### src/rtl/reset_sequencer_pkg.sv
// Shared state encoding and limits for the reset sequencer.
// Types only; no logic, no latency, no flow control.
package reset_seq_pkg;

  localparam int unsigned MAX_OUTPUTS = 16;
  localparam int unsigned STAGE_W     = $clog2(MAX_OUTPUTS);

  typedef enum logic [2:0] {
    HOLD     = 3'd0,
    DELAY    = 3'd1,
    WAIT_ACK = 3'd2,
    RUN      = 3'd3,
    ASSERT   = 3'd4
  } reset_seq_state_t;

endpackage

### src/rtl/reset_sequencer_cdc_sync2.sv
// Two-flop synchroniser with async reset to RST_VAL.
// Latency 2 cycles; no flow control, samples every cycle.
module cdc_sync2 #(
  parameter logic RST_VAL = 1'b0
) (
  input  logic i_clk,
  input  logic i_arst_n,
  input  logic d,
  output logic q
);

  logic meta;

  always_ff @(posedge i_clk or negedge i_arst_n) begin
    if (!i_arst_n) begin
      meta <= RST_VAL;
      q    <= RST_VAL;
    end else begin
      meta <= d;
      q    <= meta;
    end
  end

endmodule

### src/rtl/reset_sequencer.sv
// Releases NUM_OUTPUTS resets in order after lock filter, per-stage delay and downstream ack; aborts re-assert all.
// Outputs registered; stages wait on i_stage_ack indefinitely unless RESET_SEQ_ACK_TIMEOUT_EN enables the ack watchdog.
module reset_sequencer
  import reset_seq_pkg::*;
#(
  parameter int unsigned                    NUM_OUTPUTS        = 4,
  parameter int unsigned                    DELAY_W            = 16,
  parameter logic [NUM_OUTPUTS*DELAY_W-1:0] STAGE_DELAYS       = '0,
  parameter int unsigned                    LOCK_FILTER_CYCLES = 16,
  parameter int unsigned                    SW_RST_MIN_CYCLES  = 8,
  parameter int unsigned                    ACK_TIMEOUT_CYCLES = 1024
) (
  input  logic                   i_clk,
  input  logic                   i_ext_arst_n,
  input  logic                   i_pll_locked,
  input  logic                   i_sw_rst_req,
  input  logic [NUM_OUTPUTS-1:0] i_stage_ack,
  output logic [NUM_OUTPUTS-1:0] o_sync_resets,
  output logic                   o_all_released,
  output logic [2:0]             o_state,
  output logic                   o_fault,
  output logic [STAGE_W-1:0]     o_fault_stage
);

`ifdef RESET_SEQ_ACK_TIMEOUT_EN
  localparam bit TO_EN = 1'b1;
`else
  localparam bit TO_EN = 1'b0;
`endif

  localparam int unsigned LOCK_W = $clog2(LOCK_FILTER_CYCLES + 1);
  localparam int unsigned AS_W   = $clog2(SW_RST_MIN_CYCLES + 1);
  localparam int unsigned TO_W   = $clog2(ACK_TIMEOUT_CYCLES + 1);
  localparam int unsigned DLY_W  = DELAY_W + 1;

  logic rst_int_n;
  logic lock_s;

  cdc_sync2 #(.RST_VAL(1'b0)) u_arst_sync (
    .i_clk    (i_clk),
    .i_arst_n (i_ext_arst_n),
    .d        (1'b1),
    .q        (rst_int_n)
  );

  // Reset by the raw board reset so lock_s is settled when the core leaves reset.
  cdc_sync2 #(.RST_VAL(1'b0)) u_lock_sync (
    .i_clk    (i_clk),
    .i_arst_n (i_ext_arst_n),
    .d        (i_pll_locked),
    .q        (lock_s)
  );

  reset_seq_state_t        state_q, state_d;
  logic [NUM_OUTPUTS-1:0]  rst_q, rst_d;
  logic [STAGE_W-1:0]      stage_q, stage_d;
  logic [LOCK_W-1:0]       lock_cnt_q, lock_cnt_d;
  logic [DLY_W-1:0]        dly_cnt_q, dly_cnt_d;
  logic [AS_W-1:0]         as_cnt_q, as_cnt_d;
  logic [TO_W-1:0]         to_cnt_q, to_cnt_d;
  logic                    fault_q, fault_d;
  logic [STAGE_W-1:0]      fault_stage_q, fault_stage_d;
  logic                    rel_q;

  logic [DELAY_W-1:0]      stage_dly;
  logic                    stage_ack;
  logic [NUM_OUTPUTS-1:0]  stage_mask;
  logic                    last_stage;
  logic                    abort;

  always_comb begin
    stage_dly  = '0;
    stage_ack  = 1'b0;
    stage_mask = '0;
    for (int i = 0; i < int'(NUM_OUTPUTS); i++) begin
      if (stage_q == STAGE_W'(i)) begin
        stage_dly     = STAGE_DELAYS[i*DELAY_W +: DELAY_W];
        stage_ack     = i_stage_ack[i];
        stage_mask[i] = 1'b1;
      end
    end
  end

  assign last_stage = (stage_q == STAGE_W'(NUM_OUTPUTS - 1));
  assign abort      = !lock_s || i_sw_rst_req;

  always_comb begin
    state_d       = state_q;
    rst_d         = rst_q;
    stage_d       = stage_q;
    lock_cnt_d    = lock_cnt_q;
    dly_cnt_d     = dly_cnt_q;
    as_cnt_d      = as_cnt_q;
    to_cnt_d      = to_cnt_q;
    fault_d       = fault_q;
    fault_stage_d = fault_stage_q;

    if (abort && (state_q == DELAY || state_q == WAIT_ACK || state_q == RUN)) begin
      state_d  = ASSERT;
      rst_d    = '1;
      as_cnt_d = '0;
    end else begin
      case (state_q)
        HOLD: begin
          rst_d     = '1;
          stage_d   = '0;
          dly_cnt_d = '0;
          if (abort) begin
            lock_cnt_d = '0;
          end else if (lock_cnt_q == LOCK_W'(LOCK_FILTER_CYCLES - 1)) begin
            lock_cnt_d = '0;
            state_d    = DELAY;
          end else begin
            lock_cnt_d = lock_cnt_q + 1'b1;
          end
        end
        DELAY: begin
          // D+1 cycles in DELAY: counter runs 0..D, release on the D cycle.
          if (dly_cnt_q == {1'b0, stage_dly}) begin
            rst_d     = rst_q & ~stage_mask;
            dly_cnt_d = '0;
            to_cnt_d  = '0;
            state_d   = WAIT_ACK;
          end else begin
            dly_cnt_d = dly_cnt_q + 1'b1;
          end
        end
        WAIT_ACK: begin
          if (stage_ack) begin
            if (last_stage) begin
              state_d = RUN;
            end else begin
              stage_d = stage_q + 1'b1;
              state_d = DELAY;
            end
          end else if (TO_EN && to_cnt_q == TO_W'(ACK_TIMEOUT_CYCLES - 1)) begin
            fault_d       = 1'b1;
            fault_stage_d = stage_q;
            state_d       = ASSERT;
            rst_d         = '1;
            as_cnt_d      = '0;
          end else if (TO_EN) begin
            to_cnt_d = to_cnt_q + 1'b1;
          end
        end
        RUN: begin
        end
        ASSERT: begin
          rst_d      = '1;
          lock_cnt_d = '0;
          if (i_sw_rst_req) begin
            as_cnt_d = '0;
          end else if (as_cnt_q == AS_W'(SW_RST_MIN_CYCLES - 1)) begin
            as_cnt_d = '0;
            state_d  = HOLD;
          end else begin
            as_cnt_d = as_cnt_q + 1'b1;
          end
        end
        default: begin
          state_d = HOLD;
          rst_d   = '1;
        end
      endcase
    end
  end

  always_ff @(posedge i_clk or negedge rst_int_n) begin
    if (!rst_int_n) begin
      state_q       <= HOLD;
      rst_q         <= '1;
      stage_q       <= '0;
      lock_cnt_q    <= '0;
      dly_cnt_q     <= '0;
      as_cnt_q      <= '0;
      to_cnt_q      <= '0;
      fault_q       <= 1'b0;
      fault_stage_q <= '0;
      rel_q         <= 1'b0;
    end else begin
      state_q       <= state_d;
      rst_q         <= rst_d;
      stage_q       <= stage_d;
      lock_cnt_q    <= lock_cnt_d;
      dly_cnt_q     <= dly_cnt_d;
      as_cnt_q      <= as_cnt_d;
      to_cnt_q      <= to_cnt_d;
      fault_q       <= fault_d;
      fault_stage_q <= fault_stage_d;
      rel_q         <= (state_d == RUN);
    end
  end

  assign o_sync_resets  = rst_q;
  assign o_all_released = rel_q;
  assign o_state        = state_q;
  assign o_fault        = TO_EN ? fault_q : 1'b0;
  assign o_fault_stage  = TO_EN ? fault_stage_q : '0;

endmodule

### config.mk
export PLATFORM = sky130hd
export DESIGN_NAME = reset_sequencer
export DESIGN_NICKNAME = d
export VERILOG_FILES = /design/src/rtl/reset_sequencer_pkg.sv /design/src/rtl/reset_sequencer_cdc_sync2.sv /design/src/rtl/reset_sequencer.sv
export SDC_FILE = /design/constraint.sdc
export NUM_CORES = 1
export LEC_CHECK = 0
export CORE_MARGIN = 8
export CORE_UTILIZATION = 40
export CTS_BUF_LIST = sky130_fd_sc_hd__clkbuf_8
export DETAILED_ROUTE_END_ITERATION = 8
export GPL_ROUTABILITY_DRIVEN = 0
export HOLD_SLACK_MARGIN = 0.02
export PLACE_DENSITY = 0.61
export SLEW_MARGIN = 20
export SYNTH_ARGS = -nofsm -noshare
export SYNTH_HDL_FRONTEND = slang
export SYNTH_SLANG_ARGS = --single-unit
### constraint.sdc
create_clock -name i_clk -period 1.33 [get_ports i_clk]
set_input_delay 0.1995 -clock i_clk [delete_from_list [all_inputs] [get_ports i_clk]]
set_output_delay 0.1995 -clock i_clk [all_outputs]
set_load 0.005 [all_outputs]
==> flow_summary_export.csv <==
group,metric,value,unit
timing,final_period_utilization,1.32,
critical_path,critPathMaxFanout,3,
grt,antenna_violations_before_repair,0,
power,totalPowerFinal,2.35,mW
critical_path,timing.critical_path.max_delay_family,"compound AO/OA/AOI/OAI gates",
floorplan,core_area,5540,um^2
critical_path,r2r.worst_path.cells,7,
critical_path,timing.reg2reg.setup_slack,-0.43,ns
synth,postSynth.topFlopCell,"dfrtp_1",
power,pwr-share-seq,0.559,
detailed_routing,drt-initial-drc-count,198,
detailed_routing,drt-wirelength-per-cell,16.5,um
synth,syn_inst,247,
timing,final_hold_viol_count,0,
clocking,cts_buffer_depth,2,
grt,vias_in_the_first_global_route,2327,
critical_path,critical_r2r_capture,"o_state[1]",
detailed_routing,via_count,2345,
worst_hold_path,hold_path.class,"in -> async",
timing,timing_max_transition_violations_final,0,
power,combinational_share_of_power,0.073,
floorplan,dieHeight,92.0,um
synth,netlist_top_cells_area,"dfrtp_1 (41%), dfstp_2 (4.5%), a21oi_1 (4.3%)",
cells_and_area,area_delta_synth_final,60.2,%
job,max_cap_viol_count,0,
critical_path,path_buf_inv,2,
detailed_routing,wl,6920,um
synth,synth_sequential_area_ratio,0.457,
synth,synth_most_common_cell,"dfrtp_1",
run_status,failing_checks,"setup timing",
floorplan,design.portCount,21,
clocking,cts.htree.levels,2,
critical_path,worst_path_largest_cell_delay,0.39,ns
timing,setup_viol_count_final,40,
power,irDropWorstVdd,0.553,mV
clocking,sinks_on_the_clock_net,42,
synth,netlist_area,2310,um^2
clocking,clock_latency,0.30,ns
detailed_routing,drt_pass1_iterations,4,
run_status,status,"finished with violations",
cells_and_area,layout-drive-gt1-share,0.477,
timing,layout_setup_ws,-0.425,ns
floorplan,start_util,0.417,
synth,top_cell_type_by_total_area_after_synthesis,"dfrtp_1",
grt,grt_usage,0.156,
critical_path,timing.critical_path.arrival,1.95,ns
grt,globalRoute.totalOverflow,0,
critical_path,cp_cell_sequence,"inv_2 -> ha_4 -> nand3b_1 -> a211o_1 -> buf_4 -> o41ai_2 -> a21oi_1",
cells_and_area,nNetsFinal,363,
synth,synth-edff-count,0,
detailed_routing,drt_drc_violations_left,0,
timing,layout_min_cycle_time,1.76,ns
critical_path,worstSetupPathType,"reg -> reg",
synth,ys.warnings.count,0,
power,power_report.internal_total,1.78,mW
synth,synth-async-reset-ratio,1.00,
grt,first_pass_grt_wire_length,10900,um
clocking,ctsRootBufferMaster,"clkbuf_8",
synth,syn-mean-instance-area,9.36,um^2
critical_path,slowest_stage,"dfrtp_1",
clocking,path_clk_slew,0.08,ns
clocking,tritoncts,"built",
timing,skew,0.00802,ns
power,p_per_cell_area,634,nW/um^2
critical_path,r2r_start,"stage_q[1]",
power,share_clk_of_total_power,0.368,
placed_design,dpl_wire_length,4350,um
detailed_routing,vias_per_cell,5.58,
cells_and_area,antenna_cells_inserted,0,
power,proportion_of_total_power_due_to_net_switching,0.240,
synth,synth.ff_latch_count,42,
timing,max_freq,0.570,GHz
floorplan,die_width,92.0,um
floorplan,rows,27,
placed_design,io_buffer_count,15,
synth,synthDistinctLibCells,52,
power,leak_pwr,1.56,nW
floorplan,die-area,8470,um^2
detailed_routing,ant_nets,0,
critical_path,crit_path_start_kind,"flop",
clocking,cts_buffers,5,
timing,grt_setup_unrepaired,"true",
power,power_switching,563,uW
synth,synthTopCellsByCount,"dfrtp_1 (38), nand2_1 (26), a21oi_1 (20), nand3_1 (13)",
critical_path,worstPathRequired,1.52,ns
placed_design,pre_cts_slack,-0.752,ns
synth,post-synth-top-area-fraction,0.411,
critical_path,critPathCaptureType,"flop",
grt,grt_max_degree,23,
==> power by group through the flow <==
stage | clock (mW) | combinational (mW) | sequential, mW
finish | 0.864 | 0.170 | 1.31
global route | 0.933 | 0.189 | 1.32
CTS | 0.891 | 0.157 | 1.31
detailed placement | 0 | 0.153 | 1.33
global placement | 0 | 0.150 | 1.33
floorplan | 0 | 0.0785 | 1.35
==> worst max path at each step <==
stage	startpoint	endpoint	slack, ns	cells after the start
floorplan	dly_cnt_q[7]	dly_cnt_q[10]	-0.35	5
global placement	i_sw_rst_req	dly_cnt_q[14]	-0.72	5
detailed placement	i_sw_rst_req	dly_cnt_q[16]	-0.75	5
CTS	u_lock_sync.q	dly_cnt_q[16]	-0.37	4
global route	stage_q[1]	o_state[1]	-0.53	7
finish	stage_q[1]	o_state[1]	-0.43	7
==> layout make-up <==
type | count | area (um^2)
Fill cell | 419 | 1840
Multi-Input combinational cell | 185 | 1560
Sequential cell | 42 | 1060
Timing Repair Buffer | 102 | 866
Tap cell | 72 | 90.1
Clock buffer | 6 | 82.6
Inverter | 11 | 41.3
Clock inverter | 2 | 8.76
==> per-layer routing <==
metal | global-route usage | up-vias | wire length (um)
met5 | 0 | - | 0
met4 | 0.0738 | 0 | 95
met3 | 0.0269 | 11 | 326
met2 | 0.250 | 66 | 3370
met1 | 0.199 | 1146 | 3120
li1 | - | 1122 | -
==> flip-flops by register name, summed over array words and instances, names as in the netlist <==
signal            flops
u_lock_sync.q         1
o_state               3
stage_q               4
u_arst_sync.q         1
o_all_released        1
u_arst_sync.meta      1
u_lock_sync.meta      1
as_cnt_q              4
o_sync_resets         4
dly_cnt_q            17
lock_cnt_q            5
==> cell families after synthesis <==
kind of cell             Yosys count  synth area share
AND/OR/NAND/NOR                  101             0.244
AO/OA/AOI/OAI                     67             0.193
flip-flops                        42             0.457
buffers and inverters             26            0.0557
adder cells (fa/ha/maj)            8            0.0433
other                              2           0.00325
XOR/XNOR                           1           0.00379
==> stage by stage <==
stage	instances	utilization	area (um^2)	setup TNS, ns	hold WS [ns]
floorplan	251	-	2460	-5.99	-0.0961
global placement	395	0.563	3120	-15.10	0.227
detailed placement	395	0.563	3120	-16.09	0.241
CTS	413	0.616	3410	-9.01	0.0844
global route	420	0.668	3700	-13.73	0.0862
finish	420	0.668	3700	-10.91	0.0843
==> worst reg2reg max path: stages, from the launching register on <==
cell and delay [ns]:
dfrtp_1 0.39, inv_2 0.07, ha_4 0.16, nand3b_1 0.19, a211o_1 0.37, buf_4 0.15
o41ai_2 0.21, a21oi_1 0.10
==> cell usage in the layout (no fill, tap or decap), types with 5 or more instances in the layout <==
cell type        count
inv_1               10
nand2_1             22
or4_1                5
buf_6               19
nand3_1              8
a21oi_1              9
nor2_1               9
conb_1               6
dfrtp_1             37
nand4_1              8
dlygate4sd2_1        5
buf_4               69
clkbuf_8             6
clkdlybuf4s50_1      7
a21oi_2              8
o31ai_1              8
==> timing repair <==
item                                    in CTS  in global routing
setup buffers                                7                  7
pin swaps                                   10                 19
hold buffers                                 0                  0
endpoints found under the setup margin      44                 40
cloned                                       3                  0
endpoints found under the hold margin        0                  0
resized for setup                           55                 48
Power figures use the tool's default switching activity.
